[config.mk]
export PLATFORM = sky130hd
export DESIGN_NAME = mem_stage
export DESIGN_NICKNAME = d
export VERILOG_FILES = /design/src/rtl/cpu_defs_pkg.sv /design/src/rtl/mem_load_align.sv /design/src/rtl/mem_stage.sv
export SDC_FILE = /design/constraint.sdc
export NUM_CORES = 1
export LEC_CHECK = 0
export CORE_MARGIN = 2
export CORE_UTILIZATION = 25
export CTS_BUF_LIST = sky130_fd_sc_hd__clkbuf_4
export DETAILED_ROUTE_END_ITERATION = 8
export SETUP_SLACK_MARGIN = 0.2
export SYNTH_ARGS = -nofsm -noshare
export SYNTH_HDL_FRONTEND = slang
export SYNTH_SLANG_ARGS = --single-unit
[constraint.sdc]
create_clock -name clk -period 3.6 [get_ports clk]
set_input_delay 0.54 -clock clk [delete_from_list [all_inputs] [get_ports clk]]
set_output_delay 0.54 -clock clk [all_outputs]
set_load 0.02 [all_outputs]
[src/rtl/cpu_defs_pkg.sv]
// Shared CPU definitions: memory-op encodings, MEM-stage FSM states and byte-lane helpers.
// Little-endian lanes: lane 0 is bits 7:0.
package cpu_defs_pkg;

   localparam logic [3:0] MEM_OP_NONE = 4'd0;
   localparam logic [3:0] MEM_OP_LB   = 4'd1;
   localparam logic [3:0] MEM_OP_LBU  = 4'd2;
   localparam logic [3:0] MEM_OP_LH   = 4'd3;
   localparam logic [3:0] MEM_OP_LHU  = 4'd4;
   localparam logic [3:0] MEM_OP_LW   = 4'd5;
   localparam logic [3:0] MEM_OP_SB   = 4'd6;
   localparam logic [3:0] MEM_OP_SH   = 4'd7;
   localparam logic [3:0] MEM_OP_SW   = 4'd8;

   typedef enum logic [1:0] {
      ST_IDLE = 2'd0,
      ST_BUSY = 2'd1,
      ST_DONE = 2'd2
   } mem_state_e;

   localparam logic [3:0] LANE_BYTE0   = 4'b0001;
   localparam logic [3:0] LANE_HALF_LO = 4'b0011;
   localparam logic [3:0] LANE_HALF_HI = 4'b1100;
   localparam logic [3:0] LANE_WORD    = 4'b1111;

   function automatic logic is_mem_op(input logic [3:0] op);
      return (op >= MEM_OP_LB) && (op <= MEM_OP_SW);
   endfunction

   function automatic logic is_load_op(input logic [3:0] op);
      return (op >= MEM_OP_LB) && (op <= MEM_OP_LW);
   endfunction

   function automatic logic is_store_op(input logic [3:0] op);
      return (op >= MEM_OP_SB) && (op <= MEM_OP_SW);
   endfunction

   function automatic logic [3:0] lane_sel(input logic [3:0] op, input logic [1:0] addr_lo);
      case (op)
         MEM_OP_LB, MEM_OP_LBU, MEM_OP_SB: return LANE_BYTE0 << addr_lo;
         MEM_OP_LH, MEM_OP_LHU, MEM_OP_SH: return addr_lo[1] ? LANE_HALF_HI : LANE_HALF_LO;
         MEM_OP_LW, MEM_OP_SW:             return LANE_WORD;
         default:                          return 4'b0000;
      endcase
   endfunction

   // Replicate narrow store data across every lane so the bus slave can use sel alone.
   function automatic logic [31:0] store_data(input logic [3:0] op, input logic [31:0] sdata);
      case (op)
         MEM_OP_SB: return {4{sdata[7:0]}};
         MEM_OP_SH: return {2{sdata[15:0]}};
         default:   return sdata;
      endcase
   endfunction

   function automatic logic is_misaligned(input logic [3:0] op, input logic [1:0] addr_lo);
      case (op)
         MEM_OP_LH, MEM_OP_LHU, MEM_OP_SH: return addr_lo[0];
         MEM_OP_LW, MEM_OP_SW:             return addr_lo != 2'b00;
         default:                          return 1'b0;
      endcase
   endfunction

endpackage

[src/rtl/mem_load_align.sv]
// Load data alignment: picks the addressed byte/halfword out of the bus word
// and sign- or zero-extends it according to the load op.
module mem_load_align
   import cpu_defs_pkg::*;
(
   input  logic [31:0] rdata,
   input  logic [1:0]  addr_lo,
   input  logic [3:0]  op,
   output logic [31:0] value
);

   logic [7:0]  byte_v;
   logic [15:0] half_v;

   always_comb begin
      case (addr_lo)
         2'd0:    byte_v = rdata[7:0];
         2'd1:    byte_v = rdata[15:8];
         2'd2:    byte_v = rdata[23:16];
         default: byte_v = rdata[31:24];
      endcase
      half_v = addr_lo[1] ? rdata[31:16] : rdata[15:0];
   end

   always_comb begin
      case (op)
         MEM_OP_LB:  value = {{24{byte_v[7]}}, byte_v};
         MEM_OP_LBU: value = {24'b0, byte_v};
         MEM_OP_LH:  value = {{16{half_v[15]}}, half_v};
         MEM_OP_LHU: value = {16'b0, half_v};
         MEM_OP_LW:  value = rdata;
         default:    value = 32'b0;
      endcase
   end

endmodule

[src/rtl/mem_stage.sv]
// MEM pipeline stage: runs loads/stores over a req/ack bus and stalls the pipe meanwhile.
// Optional MEM_ALIGN_EXC_EN adds exc_align and suppresses misaligned accesses.
//
// state | meaning
// IDLE  | no access in flight; non-memory ops pass through, memory ops stall and launch
// BUSY  | bus_req held with stable bus_*; waiting for bus_ack
// DONE  | read data captured; stall released for one cycle so MEM/WB takes the result
module mem_stage
   import cpu_defs_pkg::*;
#(
   parameter int AW = 32,
   parameter int DW = 32
) (
   input  logic          clk,
   input  logic          rst,
   input  logic [DW-1:0] mem_wdata,
   input  logic [4:0]    mem_wd,
   input  logic          mem_wreg,
   input  logic [3:0]    mem_op,
   input  logic [AW-1:0] mem_addr,
   input  logic [DW-1:0] mem_sdata,
   output logic [DW-1:0] wb_wdata,
   output logic [4:0]    wb_wd,
   output logic          wb_wreg,
   output logic          stallreq,
`ifdef MEM_ALIGN_EXC_EN
   output logic          exc_align,
`endif
   output logic          bus_req,
   output logic          bus_we,
   output logic [AW-1:0] bus_addr,
   output logic [3:0]    bus_sel,
   output logic [DW-1:0] bus_wdata,
   input  logic [DW-1:0] bus_rdata,
   input  logic          bus_ack
);

   mem_state_e    state_q;
   mem_state_e    state_d;
   logic          is_mem;
   logic          misalign;
   logic          start;
   logic [DW-1:0] rdata_q;
   logic [DW-1:0] load_val;

   assign is_mem = is_mem_op(mem_op);

`ifdef MEM_ALIGN_EXC_EN
   assign misalign = is_misaligned(mem_op, mem_addr[1:0]);
`else
   assign misalign = 1'b0;
`endif

   assign start = (state_q == ST_IDLE) && is_mem && !misalign;

   mem_load_align u_load_align (
      .rdata   (rdata_q),
      .addr_lo (mem_addr[1:0]),
      .op      (mem_op),
      .value   (load_val)
   );

   always_ff @(posedge clk) begin
      if (rst) begin
         state_q <= ST_IDLE;
      end else begin
         state_q <= state_d;
      end
   end

   always_comb begin
      state_d = state_q;
      case (state_q)
         ST_IDLE: if (start) state_d = ST_BUSY;
         ST_BUSY: if (bus_ack) state_d = ST_DONE;
         ST_DONE: state_d = ST_IDLE;
         default: state_d = ST_IDLE;
      endcase
   end

   always_comb begin
      stallreq = 1'b0;
      wb_wdata = mem_wdata;
      wb_wd    = mem_wd;
      wb_wreg  = mem_wreg;
`ifdef MEM_ALIGN_EXC_EN
      exc_align = 1'b0;
`endif
      if (rst) begin
         wb_wdata = '0;
         wb_wd    = '0;
         wb_wreg  = 1'b0;
      end else begin
         case (state_q)
            ST_IDLE: begin
               stallreq = start;
`ifdef MEM_ALIGN_EXC_EN
               if (misalign) begin
                  exc_align = 1'b1;
                  wb_wreg   = 1'b0;
               end
`endif
            end
            ST_BUSY: stallreq = 1'b1;
            ST_DONE: if (is_load_op(mem_op)) wb_wdata = load_val;
            default: ;
         endcase
      end
   end

   // Bus request side; everything is registered so the bus sees glitch-free signals.
   always_ff @(posedge clk) begin
      if (rst) begin
         bus_req   <= 1'b0;
         bus_we    <= 1'b0;
         bus_addr  <= '0;
         bus_sel   <= 4'b0000;
         bus_wdata <= '0;
         rdata_q   <= '0;
      end else begin
         case (state_q)
            ST_IDLE: begin
               if (start) begin
                  bus_req   <= 1'b1;
                  bus_we    <= is_store_op(mem_op);
                  bus_addr  <= {mem_addr[AW-1:2], 2'b00};
                  bus_sel   <= lane_sel(mem_op, mem_addr[1:0]);
                  bus_wdata <= store_data(mem_op, mem_sdata);
               end
            end
            ST_BUSY: begin
               if (bus_ack) begin
                  rdata_q <= bus_rdata;
                  bus_req <= 1'b0;
               end
            end
            default: ;
         endcase
      end
   end

endmodule

# == Yosys cells after proc, flatten, opt, wreduce, memory -nomap -nowiden ==
# Index checks and enable logic that the tools add are counted.
# totals
wordCells,59
inputBits,141
regBits,102
output_inout_bits,109
latchBits,0
romBits,0
mem_bits_rw,0
mem_count,0
# op_classes
muxes,19
addsub,0
reduce_logical,14
multipliers,0
bitwise_logic,0
n_div,0
order_cmp,4
shifts,1
n_eq_ne,14
# op_table
op,n
32-bit case mux with 5 select lines,1
32-bit two-way mux,3
32-bit case mux with 2 select lines,1
8-bit case mux with 3 select lines,1
"4-bit by 3-bit == test with 1-bit output, second input constant",4
16-bit two-way mux,1
4-bit case mux with 3 select lines,1
"4-bit by 2-bit == test with 1-bit output, second input constant",2
2-bit AND reduction,3
3-bit OR reduction,2
5-bit two-way mux,1
"2-bit by 1-bit == test with 1-bit output, second input constant",2
"2-bit == test, second input constant",2
"4-bit by 1-bit == test with 1-bit output, second input constant",1
"4-bit == test, second input constant",1
"4-bit by 1-bit >= comparator with 1-bit output, second input constant",1
"4-bit by 3-bit >= comparator with 1-bit output, second input constant",1
"4-bit by 3-bit less-or-equal comparator with 1-bit output, second input constant",1
"4-bit less-or-equal comparator, second input constant",1
1-bit logical AND,4
2-bit zero test,2
1-bit two-way mux,4
2-bit two-way mux,2
4-bit two-way mux,1
other kinds (7),9

# == Longest topological paths before layout ==
# Gate-level depths: netlist of run 1.
# logic_depth
word_depth,6
depth_mapped,8
ltp_nobuf,4

# == By module ==
# Synthesis of run 1 repeated with hierarchy kept, for this count alone.
# hier_totals
hier_cells,715
area_unflattened_um2,5288.8
# modules_own_cells
module,area_each_um2,n_inst,cells_per_inst,seq_area_each_um2
mem_stage,4506.8,1,602,2042.0
mem_load_align,782.0,1,113,0.0

# == Least setup slack after synthesis of run 1 ==
# Ideal clock, no wire load.
# synth_path
path_type,input -> output
from,input port mem_op[1]
to,output port wb_wdata[30]
t_required_ps,3060
setup_slack_ps,929
stages,7
path_buffers,3
arrival_ps,2131
path_cell_list,buf_6 or3_1 buf_6 and4_4 buf_6 o31a_4 a211oi_1
# synth_via
elab_chain_cells,5
elab_cells_between_ends,12
cone_classes,order compare: 2; eq/ne: 5; mux: 4; reduce/logical: 1
# synth_rtl
item,line_no,source
from (decl),mem_stage.sv:19,"input logic [3:0] mem_op,"
4-bit by 1-bit >= comparator with 1-bit output (tied with other cells),cpu_defs_pkg.sv:31,return (op >= MEM_OP_LB) && (op <= MEM_OP_LW);
1-bit logical AND or 32-bit case mux with 5 select lines (tied branches),"cpu_defs_pkg.sv:31, mem_load_align.sv:26",
32-bit two-way mux *,mem_stage.sv:105,ST_DONE: if (is_load_op(mem_op)) wb_wdata = load_val;
32-bit two-way mux *,mem_stage.sv:94,case (state_q)
32-bit two-way mux *,mem_stage.sv:89,if (rst) begin
to (decl),mem_stage.sv:22,"output logic [DW-1:0] wb_wdata,"
# Mark *: on every way between the ends. The rest lies on a longest branch, timed or not.

# == Final worst setup path of run 1 ==
# layout_path
from,input port mem_addr[0]
to,output port wb_wdata[1]
# layout_via
elab_chain_cells,6
elab_cells_between_ends,8
cone_classes,eq/ne: 2; mux: 5; reduce/logical: 1
# layout_rtl
item,line_no,source
from (decl),mem_stage.sv:20,"input logic [AW-1:0] mem_addr,"
2-bit == test (tied with other cells),mem_load_align.sv:16,case (addr_lo)
8-bit case mux with 3 select lines *,mem_load_align.sv:16,
32-bit case mux with 5 select lines *,mem_load_align.sv:26,case (op)
32-bit two-way mux *,mem_stage.sv:105,
32-bit two-way mux *,mem_stage.sv:94,
32-bit two-way mux *,mem_stage.sv:89,
# Marked as above.

==> results of run 1 <==
==> report_power, final <==
group | internal [mW] | switching (mW) | total, mW
sequential | 1.21 | 0.0537 | 1.27
combinational | 0.428 | 0.401 | 0.829
clock | 0.170 | 0.460 | 0.631
==> metrics by stage <==
| step | setup TNS [ps] | instances |
|---|---|---|
| final | 0 | 1114 |
| after global routing | 0 | 1114 |
| after CTS | 0 | 1113 |
| after detailed placement | -5.304 | 1097 |
| after global placement | 0 | 1097 |
| after floorplan | 0 | 613 |
==> final timing paths <==
check	slack, ps	cells past startpoint	endpoint	from
worst max-delay path	400	6	wb_wdata[1]	mem_addr[0]
worst min-delay path	460	2	state_q[1]	rst
worst max register to register	1620	5	bus_wdata[31]	state_q[1]
worst min register to register	480	2	rdata_q[10]	rdata_q[10]
==> logic make-up after synthesis <==
kind of cell | count (synthesis) | share of synthesized area (%)
AO/OA/AOI/OAI | 133 | 18.44
other | 1 | 0.07198
buffers and inverters | 60 | 6.100
XOR/XNOR | 1 | 0.1681
multiplexers | 73 | 15.99
flip-flops | 102 | 39.19
AND/OR/NAND/NOR | 242 | 20.03
==> cells in the final DEF (no fill, tap or decap), types with 2 or more instances in the layout <==
master and instances:
sky130_fd_sc_hd__a22oi_1 7, sky130_fd_sc_hd__clkinv_8 3, sky130_fd_sc_hd__clkdlybuf4s50_1 209, sky130_fd_sc_hd__a211oi_1 42, sky130_fd_sc_hd__clkbuf_4 9, sky130_fd_sc_hd__o211ai_1 9, sky130_fd_sc_hd__clkinv_4 2, sky130_fd_sc_hd__and3b_1 3
sky130_fd_sc_hd__nor2b_1 7, sky130_fd_sc_hd__nand3_1 2, sky130_fd_sc_hd__mux2i_1 63, sky130_fd_sc_hd__dlymetal6s2s_1 8, sky130_fd_sc_hd__nor2_1 100, sky130_fd_sc_hd__o21ai_0 2, sky130_fd_sc_hd__buf_4 20, sky130_fd_sc_hd__a211oi_2 10
sky130_fd_sc_hd__nor4b_1 2, sky130_fd_sc_hd__mux4_2 8, sky130_fd_sc_hd__inv_1 2, sky130_fd_sc_hd__conb_1 2, sky130_fd_sc_hd__nor3b_1 2, sky130_fd_sc_hd__buf_12 5, sky130_fd_sc_hd__o22ai_1 4, sky130_fd_sc_hd__nand2_1 99
sky130_fd_sc_hd__nor3_1 3, sky130_fd_sc_hd__a221oi_1 8, sky130_fd_sc_hd__nand2b_1 13, sky130_fd_sc_hd__a21oi_1 42, sky130_fd_sc_hd__mux2_2 2, sky130_fd_sc_hd__dlygate4sd2_1 29, sky130_fd_sc_hd__dfxtp_1 102, sky130_fd_sc_hd__a211o_1 2
==> cell usage after synthesis, types with 2 or more instances <==
cell / n
sky130_fd_sc_hd__nor3b_1: 2
sky130_fd_sc_hd__nor2b_1: 7
sky130_fd_sc_hd__dfxtp_1: 102
sky130_fd_sc_hd__clkbuf_1: 25
sky130_fd_sc_hd__o21ai_0: 2
sky130_fd_sc_hd__buf_1: 2
sky130_fd_sc_hd__buf_4: 9
sky130_fd_sc_hd__nor3_1: 4
sky130_fd_sc_hd__mux2i_1: 63
sky130_fd_sc_hd__a21oi_1: 42
sky130_fd_sc_hd__a221oi_1: 8
sky130_fd_sc_hd__nand2_1: 99
sky130_fd_sc_hd__nor4b_1: 2
sky130_fd_sc_hd__o211ai_1: 9
sky130_fd_sc_hd__and3b_1: 3
sky130_fd_sc_hd__buf_6: 5
sky130_fd_sc_hd__a22oi_1: 7
sky130_fd_sc_hd__nand3_1: 2
sky130_fd_sc_hd__a211o_1: 2
sky130_fd_sc_hd__a211oi_2: 10
sky130_fd_sc_hd__inv_1: 2
sky130_fd_sc_hd__mux2_2: 2
sky130_fd_sc_hd__buf_2: 17
sky130_fd_sc_hd__a211oi_1: 42
sky130_fd_sc_hd__nor2_1: 101
sky130_fd_sc_hd__o22ai_1: 4
sky130_fd_sc_hd__nand2b_1: 13
sky130_fd_sc_hd__nor4bb_1: 2
sky130_fd_sc_hd__mux4_2: 8
==> registers in the layout, indices dropped and copies added, names as in the netlist <==
register,count
bus_addr,30
bus_req,1
bus_sel,4
bus_wdata,32
bus_we,1
rdata_q,32
state_q,2
==> layer usage <==
metal / part of all wire (%) / wire length (um)
met2: 48 / 8662
met3: 7.9 / 1424
met1: 43 / 7776
met4: 1.5 / 273
met5: 0 / 0
==> area by class of cell <==
type	instances	area (um2)	area share [%]
clock inverter	7	90.09	1.107
clock buffer	9	67.56	0.8303
multi-input combinational	451	2883	35.42
tap	270	337.8	4.151
antenna	1	2.502	0.03075
sequential	102	2042	25.09
timing repair buffer	272	2708	33.27
inverter	2	7.507	0.09225
==> summary.md, run 1 <==
CTS
• Longest Clk Path Bufs: 2
• number of gates resized after cts: 31
• buffer count from post-CTS setup fixing: 0
• clock-pin slew of the registers on the worst-case setup and hold paths: 190 ps
• CTS Root Buffer Type: sky130_fd_sc_hd__clkbuf_4
• number of sinks driven by the clock tree: 102
• CTS tree: yes
• hold buffer count at cts: 0
• number of buffers added by the clock tree synthesis step: 9
• Clock Latency Late Sink: 490 ps
• maximum level of the CTS H-tree: 3

Setup path
• sum of buffers and inverters on the critical path: 3
• largest fanout on the critical path: 11
• arrival time worst endpoint: 2660 ps
• Critical Path Source Type: primary input
• worst-path cell chain: clkdlybuf4s50_1 > buf_4 > mux4_2 > a221oi_1 > a211oi_1 > dlygate4sd2_1
• critical path's top delay family: buffers and inverters
• critical path's largest stage delay: 510 ps
• critical path endpoint category: primary output
• slowest cell on the critical path: sky130_fd_sc_hd__clkdlybuf4s50_1
• required arrival time at the worst endpoint: 3060 ps
• Worst Path Class, Setup: primary input to primary output

Finish
• Post-Layout Inst Area: 0.008138 mm2
• number of nets in the finished design: 979
• Area growth syn-to-layout: 56.20%
• Filler Cell Count: 2,094
• layout cell share with drive strength beyond 1: 8.304%
• final core utilization: 39.96%

Global routing
• GR Layer Usage met1: 20.71%
• met2 track demand over resource: 26.27%
• number of global-route vias before repair: 4,940
• overflow left after global routing: 0
• overall track demand over capacity in global routing: 16.11%
• number of antenna violations at the first check in global routing: 1
• global-route track usage on met3: 5.031%
• most crowded layer after global routing: met2
• maximum number of pins on one net before global-route repair: 89
• global-route wire length before repair: 27.73 mm

STA
• RSZ-0062 raised after global routing: false
• Setup violations, final: 0
• number of hold violations in the final report: 0
• minimum period implied by the final worst setup slack: 3197 ps
• clock tree skew after final layout: 30.48 ps
• number of max-slew violations in the final report: 0
• final worst setup slack: 402.9 ps
• portion of the clock cycle consumed by the worst path in the final layout: 88.81%
• worst slew slack as a fraction of its limit: 43.71%
• worst hold slack after final layout: 462.1 ps
• maximum frequency from static timing analysis: 0.3128 GHz
• transition time of the tightest slew-check pin: 841.8 ps

Drt
• wire length after detailed routing: 18.14 mm
• DR pass1 iterations: 4
• count of unresolved DRC violations after routing: 0
• violation count after the first detailed-routing iteration: 238
• post-detailed-route wirelength per cell: 16.28 um
• residual antenna-violating net count after detailed routing: 0
• routed via count: 5,180
• via/cell ratio: 4.650

Yosys
• number of register bits inferred by synthesis: 102
• leading cell types by total area after synthesis: sky130_fd_sc_hd__dfxtp_1 (39%), sky130_fd_sc_hd__mux2i_1 (12%), sky130_fd_sc_hd__nor2_1 (7.3%), sky130_fd_sc_hd__nand2_1 (7.1%), sky130_fd_sc_hd__a211oi_1 (6.1%)
• library cell occupying the most area in the post-synthesis netlist: sky130_fd_sc_hd__dfxtp_1
• Top FF cell, synth: sky130_fd_sc_hd__dfxtp_1
• synth warn: 0
• number of enable-type register cells in the synthesized netlist: 0
• number of instances in the synthesized netlist: 612
• Syn Area/Cell: 8.513 um2
• cell area after synthesis: 0.005210 mm2
• FFs w/ async S/R, synth: 0%
• top cell type's share of synthesized area: 39.19%
• sequential share of the synthesized area: 39.19%
• Synth cell types: 45

Placement
• worst setup timing slack at the placement stage: -5.304 ps
• total cell area at the placement stage: 0.007973 mm2
• post-detailed-placement half-perimeter wirelength: 13.50 mm
• Port Buffers: 247
• final estimated routing congestion in global placement: 0.8305

Power
• leak pwr: 3.085 nW
• sum of internal, switching and leakage power: 2.726 mW
• worst ir drop on vdd: 163.4 uV
• pwr/cell area: 335.0 mW/mm2

Floorplan
• ports placed on the boundary: 250
• Total Die Area: 0.02201 mm2
• initial standard-cell utilization of the core: 25.58%
• overall die height: 148.4 um
• number of placement rows: 52
• core area: 0.02036 mm2
• DIE WIDTH: 148.4 um

Status
• outcome: completed

Min path
• Hold WC Path Type: primary input to flop

Job
• maximum capacitance violations: 0

Note: power is estimated with default switching activity, not from simulation.
==> run 2: changes to the inputs <==
==> constraint.sdc (replaced) <==
create_clock -name clk -period 3.82 [get_ports clk]
set_input_delay 0.573 -clock clk [delete_from_list [all_inputs] [get_ports clk]]
set_output_delay 0.573 -clock clk [all_outputs]
set_load 0.02 [all_outputs]
==> run 2 against run 1 <==
Compared with the run above:
- core utilization increased by 0.17 points
- sequential power decreased by 6%
- hold slack got worse by 61 ps
- critical path depth increased by 1
- non-clock buffer count decreased by 4
- register-to-register slack improved by 250 ps
- first-iteration DRC count decreased by 4.6%
- sequential share of layout area decreased by 0.10 points
- critical path type unchanged
==> summary.md, run 2 (synthesis gave the netlist of run 1 again) <==
STA
• maximum frequency from static timing analysis: 0.2851 GHz
• clock tree skew after final layout: 28.03 ps
• worst slew slack as a fraction of its limit: 44.98%
• number of hold violations in the final report: 0
• Setup violations, final: 0
• number of max-slew violations in the final report: 0
• RSZ-0062 raised after global routing: true
• portion of the clock cycle consumed by the worst path in the final layout: 91.82%
• minimum period implied by the final worst setup slack: 3507 ps
• transition time of the tightest slew-check pin: 822.7 ps
• total negative setup slack: 0 ps

Power
• worst ir drop on vdd: 216.4 uV
• switching power summed over all nets: 868.1 uW
• sum of internal, switching and leakage power: 2.586 mW
• switching share of power: 33.57%
• clock share of power: 23.3%
• pwr/cell area: 316.5 mW/mm2
• leak pwr: 3.134 nW
• power share of the sequential group: 46.2%
• combinational fraction of design power: 30.5%
• internal power consumption: 1.718 mW

Finish
• Regs by FF count: bus_wdata x32, rdata_q x32, bus_addr x30
• number of nets in the finished design: 976
• Post-Layout Inst Area: 0.008172 mm2
• count of placed standard cells in the final layout, fillers left out: 1,111
• leading cell types in the layout, fill and taps excluded: sky130_fd_sc_hd__clkdlybuf4s50_1 (227), sky130_fd_sc_hd__dfxtp_1 (102), sky130_fd_sc_hd__nor2_1 (100)
• most common cell after layout, fill and taps aside: sky130_fd_sc_hd__clkdlybuf4s50_1
• Filler Cell Count: 2,083
• layout cell share with drive strength beyond 1: 8.333%
• Area growth syn-to-layout: 56.84%

Job
• maximum capacitance violations: 0

Global routing
• number of global-route vias before repair: 4,930
• number of antenna violations at the first check in global routing: 1
• maximum number of pins on one net before global-route repair: 89
• overflow left after global routing: 0
• overall track demand over capacity in global routing: 16.10%
• global-route wire length before repair: 27.92 mm

CTS
• CTS tree: yes
• maximum level of the CTS H-tree: 3
• clock-pin slew of the registers on the worst-case setup and hold paths: 160 ps
• CTS Root Buffer Type: sky130_fd_sc_hd__clkbuf_4
• hold buffer count at cts: 0
• Longest Clk Path Bufs: 2
• Clock Latency Late Sink: 490 ps
• number of buffers added by the clock tree synthesis step: 9
• number of sinks driven by the clock tree: 102

Setup path
• required arrival time at the worst endpoint: 3250 ps
• arrival time worst endpoint: 2930 ps
• largest fanout on the critical path: 8
• Crit. Startpoint: mem_op[2]
• critical path endpoint category: primary output
• Critical Path Source Type: primary input
• startpoint of the most critical register-to-register path: state_q[1]
• Worst Path Class, Setup: primary input to primary output

Min path
• Hold WC Path Type: primary input to flop
• start point of the worst min-delay path: rst

Floorplan
• core area: 0.02036 mm2
• initial standard-cell utilization of the core: 25.58%
• DIE WIDTH: 148.4 um
• number of placement rows: 52
• ports placed on the boundary: 250
• Total Die Area: 0.02201 mm2
• overall die height: 148.4 um

Placement
• final estimated routing congestion in global placement: 0.7931
• DP Cell Count: 1,092
• total cell area at the placement stage: 0.007898 mm2
• Port Buffers: 247
• post-detailed-placement half-perimeter wirelength: 13.29 mm

Drt
• wire length after detailed routing: 18.28 mm
• routed via count: 5,165
• post-detailed-route wirelength per cell: 16.45 um
• DR pass1 iterations: 7
• violation count after the first detailed-routing iteration: 227
• count of unresolved DRC violations after routing: 0
• residual antenna-violating net count after detailed routing: 0
• via/cell ratio: 4.649

Status
• outcome: completed

==> run 2: cell count changes in the layout (fill, tap and decap cells not counted), moves of 3 or more <==
| cell | before | now |
|---|---|---|
| sky130_fd_sc_hd__clkdlybuf4s50_1 | 209 | 227 |
| sky130_fd_sc_hd__dlymetal6s2s_1 | 8 | 19 |
| sky130_fd_sc_hd__buf_12 | 5 | 2 |
| sky130_fd_sc_hd__dlygate4sd2_1 | 29 | 0 |
==> run 2: path summary, 6_finish.rpt <==
| path | endpoint | slack, ps | cells after the start |
|---|---|---|---|
| worst max-delay path | wb_wdata[2] | 310 | 7 |
| worst min-delay path | bus_wdata[18] | 400 | 2 |
| worst max register to register | bus_wdata[31] | 1870 | 5 |
| worst min register to register | rdata_q[10] | 490 | 2 |
==> run 2: repair_timing <==
| action | in CTS | in global routing |
|---|---|---|
| resized for setup | 5 | 25 |
| setup endpoints to repair | 17 | 32 |
| setup buffers | 0 | 1 |
| cloned | 0 | 1 |
| pin swaps | 0 | 2 |
==> run 2: final cells by class <==
cell class	instances	area, um2	share of cell area (%)
multi-input combinational	452	2924	35.78
timing repair buffer	268	2704	33.09
sequential	102	2042	24.99
tap	270	337.8	4.134
clock inverter	7	86.33	1.056
clock buffer	9	67.56	0.8268
inverter	2	7.507	0.09187
antenna	1	2.502	0.03062
==> run 2: through the flow <==
step           setup WS, ps  util [%]  hold WS, ps
2_1_floorplan          1083         -        446.6
3_3_place_gp          72.44     38.78        459.6
3_5_place_dp          81.81     38.78        462.6
4_1_cts               210.3     39.61        364.8
5_1_grt               152.1     40.13        371.9
6_report              312.6     40.13        400.7
==> run 2: layer usage <==
| metal | wire [um] | vias to the layer above | global-route usage (%) |
|---|---|---|---|
| met5 | 0 | - | 0 |
| met4 | 361 | 0 | 4.762 |
| met3 | 1261 | 18 | 4.294 |
| met2 | 8705 | 168 | 26.27 |
| met1 | 7949 | 2389 | 20.93 |
| li1 | - | 2590 | - |
==> run 2: worst max-delay path, cell delays in order <==
cell and delay, ps:
sky130_fd_sc_hd__clkdlybuf4s50_1 520, sky130_fd_sc_hd__buf_4 220, sky130_fd_sc_hd__nor4bb_4 350, sky130_fd_sc_hd__a211o_2 300, sky130_fd_sc_hd__nand2_1 70, sky130_fd_sc_hd__a211oi_1 240, sky130_fd_sc_hd__clkdlybuf4s50_1 650
==> run 2: power by group through the flow <==
stage / clock network, mW / logic [mW] / registers (mW)
2_1_floorplan: 0 / 0.327 / 1.28
3_3_place_gp: 0 / 0.788 / 1.22
4_1_cts: 0.636 / 0.794 / 1.20
5_1_grt: 0.665 / 0.850 / 1.21
6_report: 0.602 / 0.789 / 1.20
3_5_place_dp: 0 / 0.790 / 1.22
